--- src/rtl/prog_ram_arbiter_pkg.sv ---
// Shared types and constants for the program RAM arbiter.
// Covers the state encoding, the reset-vector addresses and the reset counter width.
package prog_ram_arbiter_pkg;

  typedef enum logic [2:0] {
    ST_RUN    = 3'd0,
    ST_LOAD   = 3'd1,
    ST_VEC_LO = 3'd2,
    ST_VEC_HI = 3'd3,
    ST_RST    = 3'd4
  } arb_state_e;

  localparam int unsigned ADDR_W = 16;
  localparam int unsigned DATA_W = 8;
  localparam int unsigned CNT_W  = 8;

  localparam logic [ADDR_W-1:0] VEC_ADDR_LO   = 16'hFFFC;
  localparam logic [ADDR_W-1:0] VEC_ADDR_HI   = 16'hFFFD;
  localparam logic [ADDR_W-1:0] VEC_PROT_BASE = 16'hFFFA;
  localparam logic [ADDR_W-1:0] COUNT_MAX     = 16'hFFFF;

endpackage

--- src/rtl/prog_ram_arbiter_if.sv ---
// Loader, CPU and RAM-side signals of the program RAM arbiter.
// The master modport is the arbiter's view; slave is the surrounding system's view.
interface prog_ram_arbiter_if;
  import prog_ram_arbiter_pkg::*;

  logic              ask_for_ram;
  logic              end_of_data;
  logic [ADDR_W-1:0] ld_waddr;
  logic [DATA_W-1:0] ld_wdata;
  logic              ld_write_en;
  logic [ADDR_W-1:0] cpu_addr;
  logic [DATA_W-1:0] cpu_dout;
  logic              cpu_we;
  logic [ADDR_W-1:0] ram_addr;
  logic [DATA_W-1:0] ram_wdata;
  logic              ram_we;
  logic              cpu_rdy;
  logic              cpu_reset;
  logic [ADDR_W-1:0] load_count;
  logic              vec_err;

  modport master (
    input  ask_for_ram, end_of_data, ld_waddr, ld_wdata, ld_write_en,
    input  cpu_addr, cpu_dout, cpu_we,
    output ram_addr, ram_wdata, ram_we, cpu_rdy, cpu_reset, load_count, vec_err
  );

  modport slave (
    output ask_for_ram, end_of_data, ld_waddr, ld_wdata, ld_write_en,
    output cpu_addr, cpu_dout, cpu_we,
    input  ram_addr, ram_wdata, ram_we, cpu_rdy, cpu_reset, load_count, vec_err
  );
endinterface

--- src/rtl/prog_reset_pulse.sv ---
// Loadable down-counter timing a reset pulse; done_c flags the final counted cycle.
// Counting only advances while tick is high, so the count can be armed ahead of use.
module prog_reset_pulse
  import prog_ram_arbiter_pkg::*;
(
  input  logic             clk,
  input  logic             reset,
  input  logic             start,
  input  logic             tick,
  input  logic [CNT_W-1:0] load_val,
  output logic             done_c
);

  logic [CNT_W-1:0] cnt_q, cnt_d;

  always_comb begin
    cnt_d = cnt_q;
    if (start) begin
      cnt_d = load_val;
    end else if (tick && (cnt_q != '0)) begin
      cnt_d = cnt_q - CNT_W'(1);
    end
  end

  always_ff @(posedge clk) begin
    if (reset) cnt_q <= load_val;
    else       cnt_q <= cnt_d;
  end

  assign done_c = (cnt_q == CNT_W'(1));

endmodule

--- src/rtl/prog_ram_arbiter.sv ---
// Arbitrates the program RAM between the 6502 core and the UART loader, then rewrites
// the reset vector to LOAD_BASE and pulses the CPU reset so a freshly loaded program boots.
module prog_ram_arbiter
  import prog_ram_arbiter_pkg::*;
#(
  parameter logic [ADDR_W-1:0] LOAD_BASE    = 16'h0600,
  parameter int unsigned       RESET_CYCLES = 8
) (
  input  logic                 clk_ram,
  input  logic                 reset,
  prog_ram_arbiter_if.master   bus
);

  arb_state_e        state_q, state_d;
  logic              cpu_rdy_q, cpu_rdy_d;
  logic              cpu_reset_q, cpu_reset_d;
  logic [ADDR_W-1:0] load_count_q, load_count_d;
  logic              vec_err_q, vec_err_d;

  logic [ADDR_W-1:0] ram_addr;
  logic [DATA_W-1:0] ram_wdata;
  logic              ram_we;
  logic              ld_take;
  logic              ld_prot;
  logic              pulse_start;
  logic              pulse_tick;
  logic              pulse_done;

  prog_reset_pulse u_pulse (
    .clk      (clk_ram),
    .reset    (reset),
    .start    (pulse_start),
    .tick     (pulse_tick),
    .load_val (CNT_W'(RESET_CYCLES)),
    .done_c   (pulse_done)
  );

  // Next state, port mux and session bookkeeping.
  always_comb begin
    state_d      = state_q;
    load_count_d = load_count_q;
    vec_err_d    = vec_err_q;
    ram_addr     = bus.cpu_addr;
    ram_wdata    = bus.cpu_dout;
    ram_we       = 1'b0;
    ld_take      = 1'b0;
    pulse_start  = 1'b0;
    pulse_tick   = 1'b0;
    ld_prot      = (bus.ld_waddr >= VEC_PROT_BASE);

    unique case (state_q)
      ST_RUN: begin
        if (bus.ask_for_ram) begin
          // Loader owns the mux from the request cycle, but is not granted a write yet.
          state_d      = ST_LOAD;
          load_count_d = '0;
          ram_addr     = bus.ld_waddr;
          ram_wdata    = bus.ld_wdata;
        end else begin
          ram_we = bus.cpu_we;
        end
      end
      ST_LOAD: begin
        ld_take = 1'b1;
        if (bus.end_of_data)       state_d = ST_VEC_LO;
        else if (!bus.ask_for_ram) state_d = ST_RUN;
      end
      ST_VEC_LO: begin
        if (bus.ld_write_en) begin
          ld_take = 1'b1;
        end else begin
          ram_addr  = VEC_ADDR_LO;
          ram_wdata = LOAD_BASE[7:0];
          ram_we    = 1'b1;
          state_d   = ST_VEC_HI;
        end
      end
      ST_VEC_HI: begin
        if (bus.ld_write_en) begin
          ld_take = 1'b1;
        end else begin
          ram_addr    = VEC_ADDR_HI;
          ram_wdata   = LOAD_BASE[15:8];
          ram_we      = 1'b1;
          pulse_start = 1'b1;
          state_d     = ST_RST;
        end
      end
      ST_RST: begin
        pulse_tick = 1'b1;
        if (pulse_done) state_d = ST_RUN;
      end
      default: state_d = ST_VEC_LO;
    endcase

    // Loader writes into the vector area are dropped but still counted.
    if (ld_take) begin
      ram_addr  = bus.ld_waddr;
      ram_wdata = bus.ld_wdata;
      ram_we    = bus.ld_write_en && !ld_prot;
      if (bus.ld_write_en) begin
        if (load_count_q != COUNT_MAX) load_count_d = load_count_q + ADDR_W'(1);
        if (ld_prot)                   vec_err_d    = 1'b1;
      end
    end

    cpu_rdy_d   = (state_d == ST_RUN) || (state_d == ST_RST);
    cpu_reset_d = (state_d == ST_RST) ||
                  (cpu_reset_q && ((state_d == ST_VEC_LO) || (state_d == ST_VEC_HI)));
  end

  always_ff @(posedge clk_ram) begin
    if (reset) begin
      state_q      <= ST_VEC_LO;
      cpu_rdy_q    <= 1'b0;
      cpu_reset_q  <= 1'b1;
      load_count_q <= '0;
      vec_err_q    <= 1'b0;
    end else begin
      state_q      <= state_d;
      cpu_rdy_q    <= cpu_rdy_d;
      cpu_reset_q  <= cpu_reset_d;
      load_count_q <= load_count_d;
      vec_err_q    <= vec_err_d;
    end
  end

  assign bus.ram_addr   = ram_addr;
  assign bus.ram_wdata  = ram_wdata;
  assign bus.ram_we     = ram_we;
  assign bus.cpu_rdy    = cpu_rdy_q;
  assign bus.cpu_reset  = cpu_reset_q;
  assign bus.load_count = load_count_q;
  assign bus.vec_err    = vec_err_q;

endmodule
--- src/flat_wrapper.sv ---
// flat-port wrapper written by rule: the top's interface ports become plain ports
module prog_ram_arbiter_flat import prog_ram_arbiter_pkg::*;
#(
  parameter logic [ADDR_W-1:0] LOAD_BASE    = 16'h0600,
  parameter int unsigned       RESET_CYCLES = 8
)
  (clk_ram, reset, bus_ask_for_ram, bus_end_of_data, bus_ld_waddr, bus_ld_wdata, bus_ld_write_en, bus_cpu_addr, bus_cpu_dout, bus_cpu_we, bus_ram_addr, bus_ram_wdata, bus_ram_we, bus_cpu_rdy, bus_cpu_reset, bus_load_count, bus_vec_err);
  prog_ram_arbiter_if bus_i ();
  input  logic clk_ram;
  input  logic reset;
  input wire logic [$bits(bus_i.ask_for_ram)-1:0] bus_ask_for_ram;
  input wire logic [$bits(bus_i.end_of_data)-1:0] bus_end_of_data;
  input wire logic [$bits(bus_i.ld_waddr)-1:0] bus_ld_waddr;
  input wire logic [$bits(bus_i.ld_wdata)-1:0] bus_ld_wdata;
  input wire logic [$bits(bus_i.ld_write_en)-1:0] bus_ld_write_en;
  input wire logic [$bits(bus_i.cpu_addr)-1:0] bus_cpu_addr;
  input wire logic [$bits(bus_i.cpu_dout)-1:0] bus_cpu_dout;
  input wire logic [$bits(bus_i.cpu_we)-1:0] bus_cpu_we;
  output wire logic [$bits(bus_i.ram_addr)-1:0] bus_ram_addr;
  output wire logic [$bits(bus_i.ram_wdata)-1:0] bus_ram_wdata;
  output wire logic [$bits(bus_i.ram_we)-1:0] bus_ram_we;
  output wire logic [$bits(bus_i.cpu_rdy)-1:0] bus_cpu_rdy;
  output wire logic [$bits(bus_i.cpu_reset)-1:0] bus_cpu_reset;
  output wire logic [$bits(bus_i.load_count)-1:0] bus_load_count;
  output wire logic [$bits(bus_i.vec_err)-1:0] bus_vec_err;
  assign bus_i.ask_for_ram = bus_ask_for_ram;
  assign bus_i.end_of_data = bus_end_of_data;
  assign bus_i.ld_waddr = bus_ld_waddr;
  assign bus_i.ld_wdata = bus_ld_wdata;
  assign bus_i.ld_write_en = bus_ld_write_en;
  assign bus_i.cpu_addr = bus_cpu_addr;
  assign bus_i.cpu_dout = bus_cpu_dout;
  assign bus_i.cpu_we = bus_cpu_we;
  assign bus_ram_addr = bus_i.ram_addr;
  assign bus_ram_wdata = bus_i.ram_wdata;
  assign bus_ram_we = bus_i.ram_we;
  assign bus_cpu_rdy = bus_i.cpu_rdy;
  assign bus_cpu_reset = bus_i.cpu_reset;
  assign bus_load_count = bus_i.load_count;
  assign bus_vec_err = bus_i.vec_err;
  prog_ram_arbiter #(.LOAD_BASE(LOAD_BASE), .RESET_CYCLES(RESET_CYCLES)) u_core (.clk_ram(clk_ram), .reset(reset), .bus(bus_i));
endmodule
--- config.mk ---
export PLATFORM = sky130hd
export DESIGN_NAME = prog_ram_arbiter_flat
export DESIGN_NICKNAME = d
export VERILOG_FILES = /design/src/rtl/prog_ram_arbiter_pkg.sv /design/src/rtl/prog_ram_arbiter_if.sv /design/src/rtl/prog_reset_pulse.sv /design/src/rtl/prog_ram_arbiter.sv /design/src/flat_wrapper.sv
export SDC_FILE = /design/constraint.sdc
export NUM_CORES = 1
export LEC_CHECK = 0
export BUFFER_PORTS_ARGS = -buffer_cell sky130_fd_sc_hd__buf_2
export CORE_UTILIZATION = 34
export DETAILED_ROUTE_END_ITERATION = 16
export GPL_TIMING_DRIVEN = 0
export PLACE_DENSITY = 0.67
export SETUP_SLACK_MARGIN = 0.4
export SYNTH_ARGS = -nofsm -noshare
export SYNTH_HDL_FRONTEND = slang
export SYNTH_SLANG_ARGS = --single-unit
--- constraint.sdc ---
create_clock -name clk_ram -period 2.5 [get_ports clk_ram]
set_input_delay 0.125 -clock clk_ram [delete_from_list [all_inputs] [get_ports clk_ram]]
set_output_delay 0.125 -clock clk_ram [all_outputs]
set_load 0.05 [all_outputs]
==> flow_summary.rst <==
.. list-table::
   :header-rows: 1

   * - Metric
     - Value
   * - R2R cell count
     - 6
   * - Seq cells post-synth
     - 30
   * - Post-detailed-placement half-perimeter wirelength
     - 4.19 mm
   * - Critical Path Fanout Max
     - 8
   * - Pin slew with the least headroom to its limit
     - 0.492 ns
   * - Worst path arrival time
     - 1.85 ns
   * - Antenna violations before repair
     - 0
   * - Number of top-level design ports
     - 98
   * - Synthesized area per cell
     - 7.70 sq um
   * - Clock transition at path regs
     - 0.07 ns
   * - Setup crit end kind
     - output port
   * - Category of the most critical setup path
     - reg -> out
   * - Portion of the clock cycle consumed by the worst path in the final layout
     - 0.791
   * - Number of violations of the max-capacitance limit
     - 0
   * - Final Non-Filler Cells
     - 422
   * - Largest net degree at the start of global routing
     - 11
   * - Number of global-route vias before repair
     - 2088
   * - Worst-case setup slack after placement
     - 0.403 ns
   * - WL final
     - 5.45 mm
   * - Setup total negative slack
     - 0 ns
   * - Area overhead of the layout relative to synthesis
     - 38.7%
   * - Number of unique standard cell types used by synthesis
     - 48
   * - Final RePlAce weighted congestion
     - 0.771
   * - Number of fill cells
     - 531
   * - Fraction of final layout cells with drive strength greater than 1
     - 0.378
   * - Number of cells in the design after placement
     - 413
   * - Placement Cell Area
     - 2480 sq um
   * - CTS tree
     - built
   * - Number of warnings printed during yosys synthesis
     - 0
   * - RSZ-0062 raised after global routing
     - false
   * - Clock sink count
     - 30
   * - Die Area
     - 5900 sq um
   * - Via count
     - 2086
   * - Number of remaining DRC errors
     - 0
   * - Area of all placed cells without fillers
     - 2640 sq um
   * - Cts bufs inserted
     - 5
   * - Number of flops mapped to enable cells by yosys
     - 0
   * - Leakage power total
     - 1.21 nW
   * - Total of endpoints with negative setup slack in the final report
     - 0
   * - Detailed Routing Iterations Pass 1
     - 4
   * - Wire length of the first global-routing pass
     - 9.50 mm
   * - Routed via count divided by cell count
     - 4.94
   * - Net count after synthesis
     - 305
   * - Main synth FF type
     - dfxtp_1
   * - Final antenna diode count
     - 0
   * - Aggregate global routing overflow
     - 0
   * - Crit start category
     - flip-flop
   * - Hold Crit Class
     - in -> reg
   * - Number of hold buffers added after CTS
     - 0
   * - H-tree level count
     - 2
   * - Highest achievable clock rate
     - 506 MHz
   * - Number of DRC markers in iteration 0
     - 117
   * - FP Rows
     - 26
   * - Power density over cell area
     - 588 nW/um^2
   * - Final layout net count
     - 409
   * - Number of cells traversed by the worst hold path
     - 2
   * - Total design power
     - 1.55 mW
   * - Detail-routed net length per standard cell
     - 12.9 microns
   * - Horiz. Die Dim
     - 76.8 microns
   * - Number of hold violations in the final report
     - 0
   * - Largest buffer count on any clock path
     - 2
   * - Final hold slack
     - 0.135 ns
   * - Run status
     - complete, no violations
   * - Count of pins over their slew limit
     - 0
   * - Most frequent cells in the layout
     - buf_2, nor2_1, nand2_1
   * - VDD IR-drop max
     - 0.272 mV
   * - Register area share after synthesis
     - 0.316
   * - Final core area utilization
     - 0.504
   * - Final Skew
     - 0.00851 ns
   * - Starting density of the core
     - 0.363
   * - Die height
     - 76.8 microns
   * - Clock root buffer
     - clkbuf_8
   * - Post-Synthesis Cell Area
     - 1900 sq um
   * - Port bufs
     - 96
   * - Gate Count Post-Synth
     - 247
   * - Async set-reset flop share out of synthesis
     - 0
   * - Clk_lat worst skew
     - 0.28 ns
   * - Core region area
     - 5240 sq um
   * - Required time of the critical path
     - 2.38 ns
   * - Shortest period the worst path allows
     - 1.98 ns
   * - Worst-case headroom to the max-slew limit
     - 0.672
   * - Routed Antenna Nets
     - 0
   * - Gr usage total
     - 0.198
   * - Post-layout worst setup margin
     - 0.523 ns
   * - Most common library cell in the layout ignoring fill and taps
     - buf_2
## synth_stat cells (3+ instances only)
cell,number,area share
dfxtp_1,30,0.32
clkbuf_1,7,0.014
nand4_1,5,0.016
a21oi_1,12,0.032
nand2_1,25,0.049
xnor2_1,12,0.055
or3_1,3,0.0099
mux2i_1,6,0.032
ha_1,4,0.026
xor2_1,5,0.023
nand3_1,13,0.034
and2_1,3,0.0099
a221o_1,3,0.016
inv_1,8,0.016
nor2_1,39,0.077
a211oi_1,5,0.020
o21ai_0,13,0.034
a22o_1,7,0.032
nor4_1,6,0.020
o211ai_1,3,0.012
or2_2,5,0.016
## per-layer routing
metal | GRT usage | up-vias | wire [microns]
li1 | - | 1083 | -
met1 | 0.235 | 955 | 2450
met2 | 0.344 | 38 | 2740
met3 | 0.0405 | 10 | 187
met4 | 0.0788 | 0 | 78
met5 | 0 | - | 0
## where the power goes
| group | leakage, nW | switching [mW] | internal (mW) |
|---|---|---|---|
| clock network | 0.0482 | 0.177 | 0.222 |
| registers | 0.245 | 0.0191 | 0.494 |
| logic | 0.913 | 0.445 | 0.194 |
| total | 1.21 | 0.640 | 0.910 |
## path summary, 6_finish.rpt
check	start	end	slack [ns]
worst min register to register	u_core.bus.vec_err$_SDFFE_PP0P_	u_core.bus.vec_err$_SDFFE_PP0P_	0.48
worst min-delay path	reset	u_core.bus.vec_err$_SDFFE_PP0P_	0.13
worst max register to register	u_core.bus.load_count[0]$_SDFF_PP0_	u_core.bus.load_count[11]$_SDFF_PP0_	0.54
worst max-delay path	u_core.state_q[0]$_SDFF_PP0_	bus_ram_wdata[1]	0.52
## cell type report
type,instances,area (sq um),area share
Multi-Input combinational cell,197,1240,0.470
Clock inverter,1,5.00,0.00190
Clock buffer,7,86.3,0.0327
Tap cell,70,87.6,0.0332
Buffer,12,67.6,0.0256
Sequential cell,30,608,0.230
Timing Repair Buffer,97,513,0.194
Inverter,8,30.0,0.0114
## registers in the layout, indices dropped and copies added, names as in the netlist
signal,cells
u_core.state_q,3
u_core.bus.cpu_rdy,1
u_core.u_pulse.cnt_q,8
u_core.bus.vec_err,1
u_core.bus.load_count,16
u_core.bus.cpu_reset,1
## what timing repair did
item | CTS | global route
endpoints found under the setup margin | 24 | 24
pin swaps | 1 | 0
cloned | 0 | 0
resized for setup | 15 | 16
buffers inserted | 1 | 0
## worst max-delay path, stage by stage (launching register included)
cell,delay (ns)
dfxtp_2,0.35
or2_1,0.24
buf_6,0.15
o21bai_4,0.14
nor2_4,0.06
buf_4,0.15
a221o_1,0.29
buf_2,0.21
## logic make-up (layout without fill, tap and decap cells)
| family | Yosys count | after routing | share of synthesized area |
|---|---|---|---|
| buffers and inverters | 20 | 125 | 0.0454 |
| multiplexers | 6 | 6 | 0.0316 |
| adder cells (fa/ha/maj) | 4 | 4 | 0.0263 |
| AND/OR/NAND/NOR | 119 | 119 | 0.322 |
| XOR/XNOR | 17 | 17 | 0.0782 |
| AO/OA/AOI/OAI | 51 | 51 | 0.181 |
| flip-flops | 30 | 30 | 0.316 |
Note: power is estimated with default switching activity, not from simulation.
